--- config.mk ---
export PLATFORM = sky130hd
export DESIGN_NAME = wb_host_master_flat
export DESIGN_NICKNAME = d
export VERILOG_FILES = /design/src/rtl/wb_host_pkg.sv /design/src/rtl/wb_host_if.sv /design/src/rtl/wb_host_timeout.sv /design/src/rtl/wb_host_master.sv /design/src/flat_wrapper.sv
export SDC_FILE = /design/constraint.sdc
export NUM_CORES = 1
export LEC_CHECK = 0
export CAP_MARGIN = 20
export CORE_ASPECT_RATIO = 0.6
export CORE_MARGIN = 2
export CORE_UTILIZATION = 42
export CTS_CLUSTER_SIZE = 30
export DETAILED_ROUTE_END_ITERATION = 8
export PLACE_DENSITY = 0.81
export SYNTH_ARGS = -nofsm -noshare
export SYNTH_HDL_FRONTEND = slang
export SYNTH_SLANG_ARGS = --single-unit
export TNS_END_PERCENT = 100
--- constraint.sdc ---
create_clock -name wb_clk_i -period 1.26 [get_ports wb_clk_i]
set_input_delay 0.252 -clock wb_clk_i [delete_from_list [all_inputs] [get_ports wb_clk_i]]
set_output_delay 0.252 -clock wb_clk_i [all_outputs]
set_load 0.05 [all_outputs]
--- src/rtl/wb_host_pkg.sv ---
// Shared types and constants for the Wishbone host master and its users.
package wb_host_pkg;

    localparam int WB_ADR_W = 32;
    localparam int WB_DAT_W = 32;
    localparam int WB_SEL_W = 4;

    // Multi-project harness register map, for benches and command sources
    localparam logic [WB_ADR_W-1:0] WB_PROJ_SEL_ADR   = 32'h3000_0000;
    localparam logic [WB_ADR_W-1:0] WB_PROJ_REG_A_ADR = 32'h3000_0100;
    localparam logic [WB_ADR_W-1:0] WB_PROJ_REG_B_ADR = 32'h3000_0200;
    localparam logic [WB_ADR_W-1:0] WB_PROJ_REG_C_ADR = 32'h3000_0400;

    typedef enum logic [1:0] {
        ST_IDLE = 2'd0,
        ST_BUS  = 2'd1,
        ST_RESP = 2'd2
    } wb_state_e;

endpackage

--- src/rtl/wb_host_if.sv ---
// Command, response and Wishbone initiator signals of the host master.
interface wb_host_if;
    import wb_host_pkg::*;

    logic                cmd_valid;
    logic                cmd_ready;
    logic                cmd_we;
    logic [WB_SEL_W-1:0] cmd_sel;
    logic [WB_ADR_W-1:0] cmd_adr;
    logic [WB_DAT_W-1:0] cmd_dat;

    logic                rsp_valid;
    logic                rsp_ready;
    logic [WB_DAT_W-1:0] rsp_dat;
    logic                rsp_err;

    logic                wbm_cyc_o;
    logic                wbm_stb_o;
    logic                wbm_we_o;
    logic [WB_SEL_W-1:0] wbm_sel_o;
    logic [WB_ADR_W-1:0] wbm_adr_o;
    logic [WB_DAT_W-1:0] wbm_dat_o;
    logic [WB_DAT_W-1:0] wbm_dat_i;
    logic                wbm_ack_i;

    modport master (
        input  cmd_valid, cmd_we, cmd_sel, cmd_adr, cmd_dat, rsp_ready,
               wbm_dat_i, wbm_ack_i,
        output cmd_ready, rsp_valid, rsp_dat, rsp_err,
               wbm_cyc_o, wbm_stb_o, wbm_we_o, wbm_sel_o, wbm_adr_o, wbm_dat_o
    );

    modport slave (
        output cmd_valid, cmd_we, cmd_sel, cmd_adr, cmd_dat, rsp_ready,
               wbm_dat_i, wbm_ack_i,
        input  cmd_ready, rsp_valid, rsp_dat, rsp_err,
               wbm_cyc_o, wbm_stb_o, wbm_we_o, wbm_sel_o, wbm_adr_o, wbm_dat_o
    );

endinterface

--- src/rtl/wb_host_timeout.sv ---
// Bus-cycle watchdog: counts waiting cycles and flags the edge on which the limit is reached.
module wb_host_timeout #(
    parameter int TIMEOUT_CYCLES = 255
) (
    input  logic clk,
    input  logic srst,
    input  logic clear,
    input  logic enable,
    output logic expired
);

    localparam int CNT_W = $clog2(TIMEOUT_CYCLES + 1);
    localparam logic [CNT_W-1:0] LAST_COUNT = CNT_W'(TIMEOUT_CYCLES - 1);

    logic [CNT_W-1:0] count_reg;

    always_ff @(posedge clk) begin
        if (srst || clear) begin
            count_reg <= '0;
        end else if (enable) begin
            count_reg <= count_reg + 1'b1;
        end
    end

    // High on the waiting edge that would take the count to TIMEOUT_CYCLES
    assign expired = enable && (count_reg == LAST_COUNT);

endmodule

--- src/rtl/wb_host_master.sv ---
// Single-beat Wishbone classic initiator fed by a command/response handshake.
// Define WB_HOST_MASTER_TIMEOUT_EN to abort unanswered cycles after TIMEOUT_CYCLES.
module wb_host_master
    import wb_host_pkg::*;
#(
    parameter int TIMEOUT_CYCLES = 255
) (
    input  logic    wb_clk_i,
    input  logic    wb_rst_i,
    wb_host_if.master bus
);

    if (TIMEOUT_CYCLES < 2 || TIMEOUT_CYCLES > 65535) begin : g_bad_timeout
        $error("wb_host_master: TIMEOUT_CYCLES must be within 2..65535");
    end

    wb_state_e           state_reg;
    wb_state_e           state_next;
    logic                accept;
    logic                bus_done;
    logic                timed_out;
    logic                cmd_ready;
    logic                rsp_valid;
    logic                cyc;
    logic                we_reg;
    logic [WB_SEL_W-1:0] sel_reg;
    logic [WB_ADR_W-1:0] adr_reg;
    logic [WB_DAT_W-1:0] dat_reg;
    logic [WB_DAT_W-1:0] rsp_dat_reg;

    assign accept   = (state_reg == ST_IDLE) && bus.cmd_valid;
    assign bus_done = (state_reg == ST_BUS) && (bus.wbm_ack_i || timed_out);

`ifdef WB_HOST_MASTER_TIMEOUT_EN
    logic bus_wait;
    logic rsp_err_reg;

    assign bus_wait = (state_reg == ST_BUS) && !bus.wbm_ack_i;

    wb_host_timeout #(
        .TIMEOUT_CYCLES(TIMEOUT_CYCLES)
    ) u_timeout (
        .clk     (wb_clk_i),
        .srst    (wb_rst_i),
        .clear   (accept),
        .enable  (bus_wait),
        .expired (timed_out)
    );

    // An ack on the expiry edge still completes normally
    always_ff @(posedge wb_clk_i) begin
        if (wb_rst_i) begin
            rsp_err_reg <= 1'b0;
        end else if (bus_done) begin
            rsp_err_reg <= !bus.wbm_ack_i;
        end
    end

    assign bus.rsp_err = rsp_err_reg;
`else
    assign timed_out   = 1'b0;
    assign bus.rsp_err = 1'b0;
`endif

    always_ff @(posedge wb_clk_i) begin
        if (wb_rst_i) begin
            state_reg <= ST_IDLE;
        end else begin
            state_reg <= state_next;
        end
    end

    always_comb begin
        state_next = state_reg;
        case (state_reg)
            ST_IDLE: if (bus.cmd_valid)                    state_next = ST_BUS;
            ST_BUS:  if (bus.wbm_ack_i || timed_out)       state_next = ST_RESP;
            ST_RESP: if (bus.rsp_ready)                    state_next = ST_IDLE;
            default:                                       state_next = ST_IDLE;
        endcase
    end

    always_comb begin
        cmd_ready = (state_reg == ST_IDLE) && !wb_rst_i;
        rsp_valid = (state_reg == ST_RESP);
        cyc       = (state_reg == ST_BUS);
    end

    // Request fields are held after the cycle; only cyc/stb qualify them
    always_ff @(posedge wb_clk_i) begin
        if (wb_rst_i) begin
            we_reg      <= 1'b0;
            sel_reg     <= '0;
            adr_reg     <= '0;
            dat_reg     <= '0;
            rsp_dat_reg <= '0;
        end else begin
            if (accept) begin
                we_reg  <= bus.cmd_we;
                sel_reg <= bus.cmd_sel;
                adr_reg <= bus.cmd_adr;
                dat_reg <= bus.cmd_dat;
            end
            if (bus_done) begin
                rsp_dat_reg <= (bus.wbm_ack_i && !we_reg) ? bus.wbm_dat_i : '0;
            end
        end
    end

    assign bus.cmd_ready = cmd_ready;
    assign bus.rsp_valid = rsp_valid;
    assign bus.rsp_dat   = rsp_dat_reg;
    assign bus.wbm_cyc_o = cyc;
    assign bus.wbm_stb_o = cyc;
    assign bus.wbm_we_o  = we_reg;
    assign bus.wbm_sel_o = sel_reg;
    assign bus.wbm_adr_o = adr_reg;
    assign bus.wbm_dat_o = dat_reg;

endmodule
--- src/flat_wrapper.sv ---
// flat-port wrapper written by rule: the top's interface ports become plain ports
module wb_host_master_flat import wb_host_pkg::*;
#(
    parameter int TIMEOUT_CYCLES = 255
)
  (wb_clk_i, wb_rst_i, bus_cmd_valid, bus_cmd_we, bus_cmd_sel, bus_cmd_adr, bus_cmd_dat, bus_rsp_ready, bus_wbm_dat_i, bus_wbm_ack_i, bus_cmd_ready, bus_rsp_valid, bus_rsp_dat, bus_rsp_err, bus_wbm_cyc_o, bus_wbm_stb_o, bus_wbm_we_o, bus_wbm_sel_o, bus_wbm_adr_o, bus_wbm_dat_o);
  wb_host_if bus_i ();
  input  logic wb_clk_i;
  input  logic wb_rst_i;
  input wire logic [$bits(bus_i.cmd_valid)-1:0] bus_cmd_valid;
  input wire logic [$bits(bus_i.cmd_we)-1:0] bus_cmd_we;
  input wire logic [$bits(bus_i.cmd_sel)-1:0] bus_cmd_sel;
  input wire logic [$bits(bus_i.cmd_adr)-1:0] bus_cmd_adr;
  input wire logic [$bits(bus_i.cmd_dat)-1:0] bus_cmd_dat;
  input wire logic [$bits(bus_i.rsp_ready)-1:0] bus_rsp_ready;
  input wire logic [$bits(bus_i.wbm_dat_i)-1:0] bus_wbm_dat_i;
  input wire logic [$bits(bus_i.wbm_ack_i)-1:0] bus_wbm_ack_i;
  output wire logic [$bits(bus_i.cmd_ready)-1:0] bus_cmd_ready;
  output wire logic [$bits(bus_i.rsp_valid)-1:0] bus_rsp_valid;
  output wire logic [$bits(bus_i.rsp_dat)-1:0] bus_rsp_dat;
  output wire logic [$bits(bus_i.rsp_err)-1:0] bus_rsp_err;
  output wire logic [$bits(bus_i.wbm_cyc_o)-1:0] bus_wbm_cyc_o;
  output wire logic [$bits(bus_i.wbm_stb_o)-1:0] bus_wbm_stb_o;
  output wire logic [$bits(bus_i.wbm_we_o)-1:0] bus_wbm_we_o;
  output wire logic [$bits(bus_i.wbm_sel_o)-1:0] bus_wbm_sel_o;
  output wire logic [$bits(bus_i.wbm_adr_o)-1:0] bus_wbm_adr_o;
  output wire logic [$bits(bus_i.wbm_dat_o)-1:0] bus_wbm_dat_o;
  assign bus_i.cmd_valid = bus_cmd_valid;
  assign bus_i.cmd_we = bus_cmd_we;
  assign bus_i.cmd_sel = bus_cmd_sel;
  assign bus_i.cmd_adr = bus_cmd_adr;
  assign bus_i.cmd_dat = bus_cmd_dat;
  assign bus_i.rsp_ready = bus_rsp_ready;
  assign bus_i.wbm_dat_i = bus_wbm_dat_i;
  assign bus_i.wbm_ack_i = bus_wbm_ack_i;
  assign bus_cmd_ready = bus_i.cmd_ready;
  assign bus_rsp_valid = bus_i.rsp_valid;
  assign bus_rsp_dat = bus_i.rsp_dat;
  assign bus_rsp_err = bus_i.rsp_err;
  assign bus_wbm_cyc_o = bus_i.wbm_cyc_o;
  assign bus_wbm_stb_o = bus_i.wbm_stb_o;
  assign bus_wbm_we_o = bus_i.wbm_we_o;
  assign bus_wbm_sel_o = bus_i.wbm_sel_o;
  assign bus_wbm_adr_o = bus_i.wbm_adr_o;
  assign bus_wbm_dat_o = bus_i.wbm_dat_o;
  wb_host_master #(.TIMEOUT_CYCLES(TIMEOUT_CYCLES)) u_core (.wb_clk_i(wb_clk_i), .wb_rst_i(wb_rst_i), .bus(bus_i));
endmodule
==> qor.yml <==
status:
  status: "finished, violations left"
  violations: "negative setup slack"
setup_path:
  reg2reg_slack_ps: -180
  cp.required_ps: 1520
  crit_path_end_kind: "register"
  crit_path_frequent_cell: "buf_6"
  start_kind: "register"
  cp_max_fo: 9
  crit_type: "register to register"
  arrival_ps: 1710
  crit_chain: "buf_6, nor3b_2, buf_6, bufbuf_16, mux2i_1"
  cpPeakStageDelay_ps: 330
  crit_slowest_cell: "dfxtp_2"
placed_design:
  place.detailed.hpwl_mm: 10.2
  dpl_cell_area_um2: 8120
  io_buffers: 210
  place_congestion: 0.804
timing:
  rsz0062_at_grt: "yes"
  maxSlewViolCount: 0
  hold_violations: 0
  finalWorstSetupSlack_ps: -183
  finalClockSkew_ps: 3.92
  holdWs_ps: 404
  setup_viol: 80
  max_freq_mhz: 693
  fin_crit_ps: 1440
  fin_crit_sh_pct: 114
synth:
  yosysTopAreaCellShare_pct: 43.6
  ys_warn_count: 0
  avgSynthCellArea_um2: 10.4
  ys_top_cells_by_area: "dfxtp_1 44%, nand2b_1 22%, mux2i_1 21%"
  syn_area_um2: 4730
  yosysTopAreaCell: "dfxtp_1"
  synth_seq_area_share_pct: 43.6
  syn_inst: 455
  ys_types: 14
  syn-num-nets: 561
  yosys_register_bits: 103
grt:
  grt_pass1_vias: 4265
  grt_max_degree: 66
  grt_pass1_wl_mm: 21.7
  overflow: 0
  antenna_found_initial: 0
  track_usage_pct: 22.6
cells_and_area:
  layout.nets: 777
  diodes: 0
  area_delta_synth_final_pct: 83.9
  final_area_um2: 8700
  fillerInstances: 650
  drive_above_1_share_pct: 24.6
cts:
  hold_buffers: 0
  numCtsBuffers: 9
  clk_pin_slew_ps: 70
  clk_latency_ps: 330
  cts_buffer_depth: 2
  clock-root-buffer: "clkbuf_16"
  clock_sinks: 103
  h-tree-depth: 3
  cts_tree: "yes"
floorplanning:
  die_h_um: 86.2
  core-area_um2: 10800
  design.die.area_um2: 12200
  io_pins: 212
  start_util_pct: 43.9
  num_rows: 29
  fp.dieW_um: 141
route:
  drt-initial-drc-count: 155
  ant_nets: 0
  routed_wl_mm: 14.2
  drcViolationCount: 0
  routedWlPerCell_um: 17.4
  viasPerCell: 4.86
  firstDrtPassIters: 4
  dr_total_vias: 3955
power_and_ir_drop:
  power.density_nw_per_um2: 1080
  ir_worst_vdd_mv: 0.758
  p_leak_nw: 3.42
run:
  maxCapViolCount: 0
hold_path:
  hp-class: "input port to register"
## where the power goes
part / total, mW / internal (mW) / switching, mW
clock network: 2.76 / 1.57 / 1.19
registers: 3.70 / 3.46 / 0.235
logic: 2.91 / 1.60 / 1.32
total: 9.37 / 6.63 / 2.74
## critical path: cells and delay by family, from the launching register on
| family | cells | cell delay [ps] |
|---|---|---|
| and+or+nand+nor | 1 | 200 |
| muxes | 1 | 180 |
| buffers and inverters | 3 | 660 |
| DFF | 1 | 330 |
## logic make-up (layout without fill, tap and decap cells)
kind of cell | count (synthesis) | in the layout | share of synthesized area (%)
flip-flops | 103 | 103 | 43.6
other | 1 | 1 | 0.0792
multiplexers | 101 | 101 | 21.4
AND/OR/NAND/NOR | 209 | 209 | 29.4
buffers and inverters | 39 | 258 | 5.13
AO/OA/AOI/OAI | 2 | 2 | 0.423
## cell usage in the layout, fill, tap and decap left out, types with 3 or more instances in the layout
master           count
nand2b_1           170
buf_12             117
clkdlybuf4s50_1    104
dfxtp_1            100
mux2i_1             98
or3b_1              32
clkbuf_16           12
buf_6                9
buf_4                8
mux2i_2              3
## layer usage
layer	wire length (µm)	track usage, %
met5	0	0
met1	5970	26.2
met3	1060	8.29
met4	223	6.36
met2	6920	40.0
## cells in the mapped netlist, drive strengths merged
library cell,n
and3b,1
buf,16
clkbuf,23
conb,1
dfxtp,103
mux2i,101
nand2b,170
nor2b,2
nor3,1
nor3b,3
o21ba,2
or3b,32
## repair_timing
action	CTS	global route
setup endpoints to repair	10	80
resized for setup	10	7
pin swaps	1	1
buffers inserted	2	6
cloned	3	3
## layout make-up
cell class / count / area, µm² / area share (%)
multi-input cells: 313 / 2470 / 28.3
clock buffers: 11 / 243 / 2.79
flip-flops and latches: 103 / 2070 / 23.8
well taps: 139 / 174 / 2.00
repair buffers: 244 / 3710 / 42.6
clock inverters: 3 / 45.0 / 0.518
## final timing paths
path,from,end,cells past startpoint
setup / recovery,u_core.state_reg[1]$_SDFFE_PP0P_,u_core.bus.wbm_dat_o[28]$_SDFFE_PP0P_,5
hold / removal,wb_rst_i,u_core.state_reg[1]$_SDFFE_PP0P_,2
setup reg to reg,u_core.state_reg[1]$_SDFFE_PP0P_,u_core.bus.wbm_dat_o[28]$_SDFFE_PP0P_,5
hold reg to reg,u_core.bus.rsp_dat[20]$_SDFFE_PP0P_,u_core.bus.rsp_dat[20]$_SDFFE_PP0P_,2
## metrics by stage
| stage | util (%) | std cells | TNS [ps] | setup WS, ps | total power, mW |
|---|---|---|---|---|---|
| after CTS | 79.3 | 804 | -4340 | -182 | 9.38 |
| after global placement | 75.4 | 785 | -27560 | -337 | 6.47 |
| final | 80.8 | 813 | -5720 | -183 | 9.37 |
| after global routing | 80.8 | 813 | -9460 | -215 | 9.71 |
| after floorplan | - | 455 | -165 | -165 | 5.04 |
| after detailed placement | 75.4 | 785 | -29360 | -377 | 6.53 |
(Power assumes the default switching activity.)
